**src/rtl/fault_campaign_scheduler_pkg.sv**
```systemverilog
// Shared types and constants for the fault campaign scheduler: FSM encoding,
// fault-word component codes and field positions.
package fault_campaign_scheduler_pkg;

    typedef enum logic [2:0] {
        ST_IDLE = 3'd0,
        ST_WAIT = 3'd1,
        ST_LOAD = 3'd2,
        ST_ARM  = 3'd3,
        ST_FIRE = 3'd4
    } sched_state_t;

    localparam logic [3:0] FI_COMP_REGFILE = 4'h0;
    localparam logic [3:0] FI_COMP_MEMORY  = 4'h2;

    localparam int FW_COMP_LSB = 28;
    localparam int FW_REG_LSB  = 19;
    localparam int FW_BIT_LSB  = 14;

    typedef struct packed {
        logic [3:0]  comp;
        logic [3:0]  rsvd_hi;
        logic [4:0]  target;
        logic [4:0]  bit_sel;
        logic [13:0] rsvd_lo;
    } fault_word_t;

    function automatic logic [3:0] fault_comp(input logic [31:0] word);
        return word[FW_COMP_LSB +: 4];
    endfunction

endpackage

```
**src/rtl/fault_sched_fifo.sv**
```systemverilog
// Count-based FIFO holding {trigger_step, fault_instruction} entries; flush
// overrides push/pop. Caller guarantees no push when full (unless popping).
module fault_sched_fifo #(
    parameter int DEPTH = 8,
    parameter int W     = 64
) (
    input  logic                     clk,
    input  logic                     rst_n,
    input  logic                     flush,
    input  logic                     push,
    input  logic                     pop,
    input  logic [W-1:0]             din,
    output logic [W-1:0]             head,
    output logic [$clog2(DEPTH):0]   count,
    output logic                     full,
    output logic                     empty
);
    localparam int AW = $clog2(DEPTH);
    localparam logic [AW:0] CNT_FULL = (AW+1)'(DEPTH);

    logic [W-1:0]  mem [DEPTH];
    logic [AW-1:0] rd_ptr;
    logic [AW-1:0] wr_ptr;

    always_ff @(posedge clk) begin
        if (push && !flush) mem[wr_ptr] <= din;
    end

    // Pointers are AW bits wide, so increment wraps modulo DEPTH.
    always_ff @(posedge clk or negedge rst_n) begin
        if (!rst_n) begin
            rd_ptr <= '0;
            wr_ptr <= '0;
            count  <= '0;
        end else if (flush) begin
            rd_ptr <= '0;
            wr_ptr <= '0;
            count  <= '0;
        end else begin
            if (push) wr_ptr <= wr_ptr + AW'(1);
            if (pop)  rd_ptr <= rd_ptr + AW'(1);
            case ({push, pop})
                2'b10:   count <= count + (AW+1)'(1);
                2'b01:   count <= count - (AW+1)'(1);
                default: count <= count;
            endcase
        end
    end

    assign head  = mem[rd_ptr];
    assign full  = (count == CNT_FULL);
    assign empty = (count == '0);

endmodule

```
**src/rtl/fault_campaign_scheduler.sv**
```systemverilog
// Fires queued faults into fault_injection when the retire count reaches each
// entry's step. `FAULT_SCHED_TIMESTAMP_EN adds last_fire_step/last_fire_comp.
module fault_campaign_scheduler
    import fault_campaign_scheduler_pkg::*;
#(
    parameter int DEPTH = 8,
    parameter int CNT_W = 32
) (
    input  logic                       clk,
    input  logic                       rst_n,
    input  logic                       start,
    input  logic                       abort,
    input  logic                       push_valid,
    output logic                       push_ready,
    input  logic [CNT_W-1:0]           push_step,
    input  logic [31:0]                push_instr,
    input  logic                       core_step,
    output logic                       core_stall,
    output logic                       fi_enable,
    output logic [31:0]                fi_instruction,
    output logic                       fi_trigger,
    input  logic                       fi_active,
    output logic                       busy,
    output logic                       done,
    output logic [$clog2(DEPTH):0]     queue_level,
`ifdef FAULT_SCHED_TIMESTAMP_EN
    output logic [CNT_W-1:0]           last_fire_step,
    output logic [3:0]                 last_fire_comp,
`endif
    output logic                       overflow,
    output logic                       late,
    output logic [7:0]                 fired_count
);
    localparam int EW = CNT_W + 32;

    sched_state_t     state;
    logic [CNT_W-1:0] step_cnt;
    logic             stall_r;
    logic [EW-1:0]    head;
    logic [CNT_W-1:0] head_step;
    logic [31:0]      head_instr;
    logic             full;
    logic             empty;
    logic             fire_pop;
    logic             push_acc;
    logic             match;

    assign head_step  = head[EW-1:32];
    assign head_instr = head[31:0];

    assign fire_pop   = (state == ST_FIRE);
    assign push_ready = !full || fire_pop;
    assign push_acc   = push_valid && push_ready && !abort;
    assign match      = (state == ST_WAIT) && !empty && (step_cnt >= head_step);
    // Stall must rise in the match cycle itself so no retire slips past the fault.
    assign core_stall = stall_r || match;
    assign busy       = (state != ST_IDLE);

    fault_sched_fifo #(.DEPTH(DEPTH), .W(EW)) u_fifo (
        .clk   (clk),
        .rst_n (rst_n),
        .flush (abort),
        .push  (push_acc),
        .pop   (fire_pop),
        .din   ({push_step, push_instr}),
        .head  (head),
        .count (queue_level),
        .full  (full),
        .empty (empty)
    );

    always_ff @(posedge clk or negedge rst_n) begin
        if (!rst_n) begin
            state          <= ST_IDLE;
            step_cnt       <= '0;
            stall_r        <= 1'b0;
            fi_enable      <= 1'b0;
            fi_trigger     <= 1'b0;
            fi_instruction <= '0;
            done           <= 1'b0;
            overflow       <= 1'b0;
            late           <= 1'b0;
            fired_count    <= '0;
        end else begin
            if (push_valid && !push_ready) overflow <= 1'b1;
            if (abort) begin
                state          <= ST_IDLE;
                stall_r        <= 1'b0;
                fi_enable      <= 1'b0;
                fi_trigger     <= 1'b0;
                fi_instruction <= '0;
            end else begin
                case (state)
                    ST_IDLE: if (start) begin
                        step_cnt    <= '0;
                        fired_count <= '0;
                        late        <= 1'b0;
                        state       <= ST_WAIT;
                    end
                    ST_WAIT: begin
                        if (core_step && step_cnt != '1) step_cnt <= step_cnt + CNT_W'(1);
                        if (empty) begin
                            done  <= 1'b1;
                            state <= ST_IDLE;
                        end else if (match) begin
                            if (step_cnt > head_step) late <= 1'b1;
                            fi_enable      <= 1'b1;
                            fi_instruction <= head_instr;
                            stall_r        <= 1'b1;
                            state          <= ST_LOAD;
                        end
                    end
                    ST_LOAD: begin
                        fi_enable <= 1'b0;
                        state     <= ST_ARM;
                    end
                    ST_ARM: begin
                        fi_trigger <= 1'b1;
                        state      <= ST_FIRE;
                    end
                    ST_FIRE: begin
                        fi_trigger     <= 1'b0;
                        stall_r        <= 1'b0;
                        fi_instruction <= '0;
                        if (fired_count != 8'hFF) fired_count <= fired_count + 8'd1;
                        state          <= ST_WAIT;
                    end
                    default: state <= ST_IDLE;
                endcase
            end
        end
    end

`ifdef FAULT_SCHED_TIMESTAMP_EN
    always_ff @(posedge clk or negedge rst_n) begin
        if (!rst_n) begin
            last_fire_step <= '0;
            last_fire_comp <= '0;
        end else if (fire_pop && !abort) begin
            last_fire_step <= step_cnt;
            last_fire_comp <= fault_comp(fi_instruction);
        end
    end
`endif

    // fault_injection must acknowledge a trigger on the following cycle.
    fire_then_active: assert property (@(posedge clk) disable iff (!rst_n)
        fi_trigger |=> fi_active);

endmodule

```
**config.mk**
```make
export PLATFORM = sky130hd
export DESIGN_NAME = fault_campaign_scheduler
export DESIGN_NICKNAME = d
export VERILOG_FILES = /design/src/rtl/fault_campaign_scheduler_pkg.sv /design/src/rtl/fault_sched_fifo.sv /design/src/rtl/fault_campaign_scheduler.sv
export SDC_FILE = /design/constraint.sdc
export NUM_CORES = 1
export LEC_CHECK = 0
export BUFFER_PORTS_ARGS = -buffer_cell sky130_fd_sc_hd__buf_2
export CAP_MARGIN = 25
export CORE_ASPECT_RATIO = 0.5
export CORE_MARGIN = 4
export CORE_UTILIZATION = 45
export CTS_BUF_LIST = sky130_fd_sc_hd__clkbuf_2 sky130_fd_sc_hd__clkbuf_4 sky130_fd_sc_hd__clkbuf_8
export DETAILED_ROUTE_END_ITERATION = 6
export PLACE_DENSITY = 0.73
export SYNTH_ARGS = -nofsm -noshare
export SYNTH_HDL_FRONTEND = slang
export SYNTH_HIERARCHICAL = 1
export SYNTH_SLANG_ARGS = --single-unit
```
**constraint.sdc**
```tcl
create_clock -name clk -period 17.1 [get_ports clk]
set_input_delay 0 -clock clk [delete_from_list [all_inputs] [get_ports clk]]
set_output_delay 0 -clock clk [all_outputs]
set_load 0.02 [all_outputs]
```
==> results of run 1 <==
[worst max-delay path, stage by stage, from the launching register on]
cell      delay, ns
dfrtp_4        1.03
buf_4          0.87
mux4_2         0.41
mux2_2         0.28
inv_1          0.12
ha_1           0.16
nand4_1        0.15
nor4_1         0.59
nand3_1        0.27
o211ai_1       0.37
o21ai_4        0.07
buf_4          0.29
nand2b_1       0.14
buf_2          0.17
[cell usage after synthesis, drive strengths merged, types with 4 or more instances]
| cell | number | area (µm²) |
|---|---|---|
| and2 | 5 | 31.3 |
| ha | 38 | 475 |
| nor3 | 18 | 90.1 |
| nand2 | 29 | 109 |
| buf | 40 | 269 |
| clkbuf | 24 | 90.1 |
| nand2b | 10 | 62.6 |
| o21ai | 22 | 110 |
| mux2 | 64 | 721 |
| nor2 | 70 | 263 |
| nor4 | 9 | 56.3 |
| mux4 | 128 | 2880 |
| edfxtp | 512 | 15400 |
| xor2 | 11 | 96.3 |
| xnor2 | 22 | 193 |
| a21o | 6 | 45.0 |
| and4 | 5 | 43.8 |
| o41ai | 4 | 35.0 |
| nand3 | 25 | 125 |
| nand4 | 18 | 113 |
| a32o | 32 | 320 |
| and3 | 6 | 37.5 |
| inv | 41 | 154 |
| o31ai | 6 | 45.0 |
| a21oi | 19 | 98.9 |
| dfrtp | 91 | 2280 |
[worst max path at each step]
stage	end	slack (ns)
after floorplan	u_fifo/mem[0][0]	10.35
after global placement	fi_instruction[22]	11.42
after detailed placement	fi_instruction[21]	11.84
after CTS	core_stall	11.22
after global routing	core_stall	11.01
final	core_stall	11.29
[repair_timing]
action	CTS	global route
hold buffers	72	0
endpoints found under the hold margin	605	0
setup endpoints to repair	0	0
[sequential cells by signal, indices dropped and copies added (netlist names)]
register	cells
stall_r	1
fi_trigger	1
state	3
fi_instruction	32
u_fifo/rd_ptr	3
fired_count	8
overflow	1
u_fifo/wr_ptr	3
done	1
fi_enable	1
step_cnt	32
u_fifo/mem	512
u_fifo/count	4
late	1
[kinds of logic after synthesis]
group                      after synthesis
AOI/OAI and AO/OA                      111
xor gates and xnor gates                33
adders and majority gates               38
buffers and inverters                  105
DFF                                    603
muxes                                  195
and+or+nand+nor                        213
[per-stage QoR]
stage,setup WS [ns],power [W],area (µm²)
6_report,11.29,0.00288,28500
5_1_grt,11.01,0.00300,28500
2_1_floorplan,10.35,0.00167,24500
3_5_place_dp,11.84,0.00171,25900
4_1_cts,11.22,0.00291,28400
3_3_place_gp,11.42,0.00171,25800
[cell type report]
| class | instances | area (µm²) | share of cell area |
|---|---|---|---|
| diodes | 2 | 5.00 | 0.000175 |
| inverters | 41 | 154 | 0.00539 |
| well taps | 713 | 892 | 0.0313 |
| repair buffers | 216 | 1580 | 0.0554 |
| multi-input cells | 590 | 6390 | 0.224 |
| flip-flops and latches | 603 | 17700 | 0.619 |
| clock inverters | 26 | 224 | 0.00785 |
| clock buffers | 135 | 1610 | 0.0566 |
[report_power, final]
group	internal (W)	total (W)	leakage [nW]	switching, W
combinational	0.0000343	0.0000860	3.05	0.0000517
clock	0.000640	0.00119	0.974	0.000547
sequential	0.00161	0.00161	5.87	0.00000516
total	0.00228	0.00288	9.89	0.000604
[layout by cell type (no fill, tap or decap), types with 6 or more instances in the layout]
| cell type | instances |
|---|---|
| clkinv_1 | 12 |
| a32o_1 | 32 |
| buf_2 | 121 |
| o31ai_1 | 6 |
| nor2_4 | 7 |
| mux2_2 | 64 |
| dfrtp_1 | 88 |
| nor3_1 | 16 |
| a21o_1 | 6 |
| xnor2_1 | 22 |
| nand2b_1 | 10 |
| ha_1 | 38 |
| o21ai_0 | 20 |
| mux4_2 | 128 |
| buf_4 | 19 |
| nand4_1 | 18 |
| dlygate4sd3_1 | 71 |
| xor2_1 | 11 |
| edfxtp_1 | 512 |
| nand2_1 | 29 |
| a21oi_1 | 18 |
| and3_1 | 6 |
| clkbuf_8 | 96 |
| clkbuf_4 | 39 |
| nor2_1 | 62 |
| nor4_1 | 9 |
| nand3_1 | 25 |
| inv_1 | 41 |
[per-layer routing]
layer / track usage / vias up
li1: - / 5751
met1: 0.247 / 6797
met2: 0.292 / 375
met3: 0.0343 / 82
met4: 0.0465 / 0
met5: 0 / -
==> impl_metrics.json, run 1 <==
{
  "status": "complete, no violations",
  "fillers": 4167,
  "area_growth_pct": 16.5,
  "overflow": 0,
  "crit_path_start": "u_fifo/rd_ptr[1]",
  "placedCellCount": 2087,
  "vdd_drop_max_uv": 61.5,
  "fmax_mhz": 172,
  "grt_max_degree": 67,
  "utilization": 0.531,
  "slew_viol_final": 0,
  "stdcell_count": 2326,
  "drt-total-wl_um": 51700,
  "drive_gt1_frac": 0.317,
  "syn-cell-area_um2": 24500,
  "cts.sinks": 603,
  "rows": 60,
  "worst_clock_skew_ns": 0.0390,
  "yosysWarnings": 6,
  "maxCapViolCount": 0,
  "regToRegSetupSlack_ns": 11.64,
  "crit_path_end_kind": "primary output",
  "r2r_start": "u_fifo/rd_ptr[1]",
  "r2r-end": "state[0]",
  "die_x_um": 338,
  "ys.flop_type": "edfxtp_1",
  "rsz0062_at_grt": "false",
  "vias": 13000,
  "p_leak_nw": 9.89,
  "synth_seq_cells": 603,
  "clockBufferDepth": 3,
  "seq_area_frac_synth": 0.721,
  "tightest_slew_ns": 1.04,
  "period_needed_ns": 5.81,
  "synthMuxAreaShare": 0.148,
  "first_pass_iters": 5,
  "wl_per_cell_um": 22.2,
  "core_area_um2": 53800,
  "fin_nets": 1649,
  "maxSlewHeadroom": 0.306,
  "synth_area_per_cell_um2": 18.9,
  "reg2reg_depth": 12,
  "grt_first_pass_wirelength_um": 79600,
  "syn_nets": 1407,
  "crit_fanout": 66,
  "start_util": 0.455,
  "post_cts_resized": 0,
  "clk_pin_slew_ns": 0.06,
  "grt_pass1_vias": 13300,
  "synth_top_family_by_area": "multiplexers",
  "setup_violations": 0,
  "post_cts_buffers": 0,
  "numCtsBuffers": 88,
  "floorplan.io_pins": 123,
  "grt_usage": 0.178,
  "wl_met2_um": 25400,
  "h-tree-depth": 3,
  "cellPowerDensity_nw_per_um2": 101,
  "holdCritPathClass": "input pin to register",
  "synth_xor_area_frac": 0.0118,
  "synth_compound_area_frac": 0.0343,
  "die_y_um": 173,
  "gp_congestion": 0.806,
  "yosys.area_share.simple": 0.0440,
  "dieArea_um2": 58400,
  "hp-start": "push_valid",
  "fin_hold_ws_ns": 0.105,
  "wl_met3_um": 3080,
  "dp_hpwl_um": 27900,
  "crit_path_start_kind": "register",
  "cts-root-buf": "clkbuf_8",
  "hold_viol": 0,
  "cts_tree": "built",
  "via_per_inst": 5.59,
  "final_antenna_net_count": 0,
  "synth_cell_type_count": 60,
  "async_flop_share": 0.151,
  "min_to": "overflow",
  "worst-endpoint-required_ns": 17.10,
  "min_period_over_period": 0.339,
  "synth_fa_ha_area_frac": 0.0194,
  "drt_iter0_markers": 1061,
  "io_buffer_count": 121,
  "crit_arrival_ns": 5.81,
  "drt-met1-wl_um": 22400,
  "tns_ns": 0,
  "path_class": "register to primary output",
  "antenna_found_initial": 3,
  "worstSkewPairLatency_ns": 0.68,
  "hold_depth": 3,
  "drc": 0,
  "netlist_instances": 1298,
  "synth_edf_count": 512,
  "top_layer_used": "met4"
}
Power figures use the tool's default switching activity.
==> inputs of run 2 (changes only) <==
--- a/config.mk
+++ b/config.mk
@@ -5,6 +5,7 @@
 export SDC_FILE = /design/constraint.sdc
 export NUM_CORES = 1
 export LEC_CHECK = 0
+export ABC_AREA = 1
 export BUFFER_PORTS_ARGS = -buffer_cell sky130_fd_sc_hd__buf_2
 export CAP_MARGIN = 25
 export CORE_ASPECT_RATIO = 0.5
@@ -12,7 +13,7 @@
 export CORE_UTILIZATION = 45
 export CTS_BUF_LIST = sky130_fd_sc_hd__clkbuf_2 sky130_fd_sc_hd__clkbuf_4 sky130_fd_sc_hd__clkbuf_8
 export DETAILED_ROUTE_END_ITERATION = 6
-export PLACE_DENSITY = 0.73
+export PLACE_DENSITY = 0.75
 export SYNTH_ARGS = -nofsm -noshare
 export SYNTH_HDL_FRONTEND = slang
 export SYNTH_HIERARCHICAL = 1
==> constraint.sdc (replaced) <==
create_clock -name clk -period 5.1 [get_ports clk]
set_input_delay 0 -clock clk [delete_from_list [all_inputs] [get_ports clk]]
set_output_delay 0 -clock clk [all_outputs]
set_load 0.02 [all_outputs]
==> run 2 against run 1 <==
Net effect: cell count rose by 46%; synthesized area rose by 5.9%; critical path depth up 5; sequential share of layout area is 2.8 points lower; count of clock-buffer cells in the layout rose by 1; first-iteration DRC count grew 37%; setup slack lost 11 ns; sequential power rose to 3.4 times the previous value; critical endpoint unchanged; largest cell class unchanged.
==> impl_metrics.json, run 2 <==
{
  "status": "complete, no violations",
  "clockBufferDepth": 3,
  "cp_slowest_cell": "buf_4",
  "cts-root-buf": "clkbuf_8",
  "dpl_worst_slack_ns": 1.06,
  "crit_path_end_kind": "primary output",
  "critPathTopFamily": "simple AND/OR/NAND/NOR gates",
  "grt_max_degree": 157,
  "synth_edf_count": 512,
  "synth_cell_type_count": 38,
  "seq_area_frac_synth": 0.681,
  "tightest_slew_ns": 1.06,
  "period_needed_ns": 4.37,
  "reg.largest.list": "u_fifo/mem (512), fi_instruction (32), step_cnt (32)",
  "fmax_mhz": 229,
  "core_area_um2": 56300,
  "overflow": 0,
  "crit_fanout": 86,
  "vdd_drop_max_uv": 193,
  "dieArea_um2": 61700,
  "finalPower_w": 0.00985,
  "numCtsBuffers": 86,
  "yosysTopAreaCell": "edfxtp_1",
  "cts_tree": "built",
  "setup_violations": 0,
  "worst-path-buf-inv": 4,
  "fin_ws_ns": 0.727,
  "syn_nets": 2484,
  "yosys-top-cells-count": "edfxtp_1, nand2_1, nor2_1, o21ai_0, o21ai_1",
  "die_x_um": 347,
  "worstSkewPairLatency_ns": 0.67,
  "maxSlewHeadroom": 0.294,
  "final_cell_mix": "edfxtp_1, nand2_1, nor2_1, o21ai_0, o21ai_1",
  "min_period_over_period": 0.857,
  "worst-endpoint-required_ns": 5.10,
  "clk_pin_slew_ns": 0.07,
  "h-tree-depth": 3,
  "yosysMostFrequentCell": "edfxtp_1",
  "wl_per_cell_um": 17.7,
  "worstPathCellList": "buf_4 > nor2_1 > nor2_1 > o21ai_0 > o21ai_1 > nand2_1 > nand2_1 > inv_1 > ha_1 > a21oi_1 > o21a_1 > nand2_1 > a21oi_1 > nand3_1 > nand2_1 > inv_1 > or2_2 > buf_2",
  "drt_iter0_markers": 1458,
  "grt_pass1_vias": 17500,
  "grt_usage": 0.191,
  "slew_viol_final": 0,
  "largest_reg_flops": 512,
  "utilization": 0.531,
  "post_cts_buffers": 0,
  "die_y_um": 178,
  "fin_area_um2": 29900,
  "fillers": 4564,
  "tns_ns": 0,
  "mostFrequentLayoutCell": "edfxtp_1",
  "p_leak_nw": 11.4,
  "async_flop_share": 0.151,
  "regMostFlops": "u_fifo/mem",
  "final_antenna_net_count": 0,
  "synth_area_per_cell_um2": 10.9,
  "area_growth_pct": 15.2,
  "drc": 0,
  "syn-cell-area_um2": 25900,
  "synth_top_area_share": 0.593,
  "fin_nets": 2673,
  "ys.flop_type": "edfxtp_1",
  "dpl-instance-area_um2": 27300,
  "yosysWarnings": 6,
  "io_buffer_count": 121,
  "netlist_top_cells_area": "edfxtp_1, dfrtp_1, nand2_1",
  "cts.sinks": 603,
  "holdCritPathClass": "input pin to register",
  "cellPowerDensity_nw_per_um2": 330,
  "max_stage_delay_ns": 0.75,
  "rsz0062_at_grt": "false",
  "grt_first_pass_wirelength_um": 93500,
  "antenna_found_initial": 2,
  "gp_congestion": 0.889,
  "hold_viol": 0,
  "worst_clock_skew_ns": 0.0350,
  "netlist_instances": 2375,
  "crit_path_start_kind": "register",
  "vias": 18100,
  "drive_gt1_frac": 0.145,
  "start_util": 0.461,
  "post_cts_resized": 0,
  "floorplan.io_pins": 123,
  "maxCapViolCount": 0,
  "via_per_inst": 5.34,
  "dp_hpwl_um": 32400,
  "drt-total-wl_um": 60000,
  "path_class": "register to primary output",
  "rows": 61,
  "first_pass_iters": 7,
  "crit_arrival_ns": 4.37,
  "synth_seq_cells": 603,
  "cpMostUsedCell": "nand2_1"
}
-- run 2: changes by cell type in the layout (fill, tap and decap cells not counted), sizes merged, moves of 18 or more --
| cell | before | now |
|---|---|---|
| a32o | 32 | 0 |
| xnor2 | 22 | 4 |
| mux2 | 64 | 0 |
| mux4 | 128 | 0 |
| nand2 | 29 | 456 |
| o21ai | 22 | 435 |
| nor2 | 70 | 443 |
| inv | 46 | 99 |
| nand4 | 18 | 43 |
-- run 2: final timing paths --
| path | startpoint | endpoint | slack, ns | cells past startpoint |
|---|---|---|---|---|
| max | u_fifo/rd_ptr[0] | core_stall | 0.73 | 18 |
| min | push_step[30] | u_fifo/mem[5][62] | 0.13 | 2 |
| max reg2reg | u_fifo/rd_ptr[0] | fi_instruction[10] | 0.97 | 20 |
| min reg2reg | fi_instruction[23] | fi_instruction[23] | 0.47 | 2 |
| max in group asynchronous | rst_n | fi_instruction[30] | 3.99 | 4 |
| min in group asynchronous | rst_n | fired_count[3] | 0.45 | 4 |
-- run 2: kinds of logic after synthesis --
| family | synth area share |
|---|---|
| compound gates | 0.0939 |
| fa+ha+maj | 0.0183 |
| flops | 0.681 |
| xor+xnor | 0.00574 |
| simple gates | 0.163 |
| buf+inv | 0.0383 |
-- run 2: layout make-up --
class / instances / area [µm²] / share of cell area
diodes: 2 / 5.00 / 0.000168
clock inverters: 22 / 156 / 0.00524
well taps: 756 / 946 / 0.0317
multi-input cells: 1555 / 7340 / 0.246
clock buffers: 136 / 1650 / 0.0551
inverters: 95 / 364 / 0.0122
flip-flops and latches: 603 / 17700 / 0.591
repair buffers: 223 / 1740 / 0.0584
-- run 2: per-stage QoR --
step	hold slack (ns)	cells
final	0.132	3392
after global routing	0.120	3392
after CTS	0.100	3389
after detailed placement	0.0948	3160
after global placement	0.0790	3160
after floorplan	-0.296	2375
-- run 2: timing repair --
action,CTS,global route
hold buffers,71,0
setup endpoints to repair,0,0
endpoints found under the hold margin,587,0
-- run 2: routing by layer --
metal,wire length (µm),up-vias,track usage,share of wire
met5,0,-,0,0
met4,1650,0,0.0736,0.027
met3,4310,130,0.0348,0.072
met2,29600,695,0.325,0.49
met1,24500,8695,0.245,0.41
li1,-,8591,-,-
-- run 2: worst reg2reg max path, cell delays in order (launching register included) --
cell     delay [ns]
dfrtp_4        0.60
buf_4          0.76
nor2_1         0.16
nor2_1         0.14
o21ai_0        0.10
o21ai_1        0.09
nand2_1        0.06
nand2_1        0.17
inv_1          0.06
ha_1           0.28
a21oi_1        0.13
o21a_1         0.12
nand2_1        0.05
a21oi_1        0.18
nand3_1        0.14
nand2_1        0.18
nand3_1        0.12
nand2_1        0.08
buf_4          0.42
nand2_1        0.15
nand2_1        0.09
-- run 2: power breakdown --
part	leakage, nW	internal, W	switching, W
logic	4.59	0.000146	0.000343
registers	5.86	0.00541	0.0000349
clock network	0.977	0.00212	0.00180
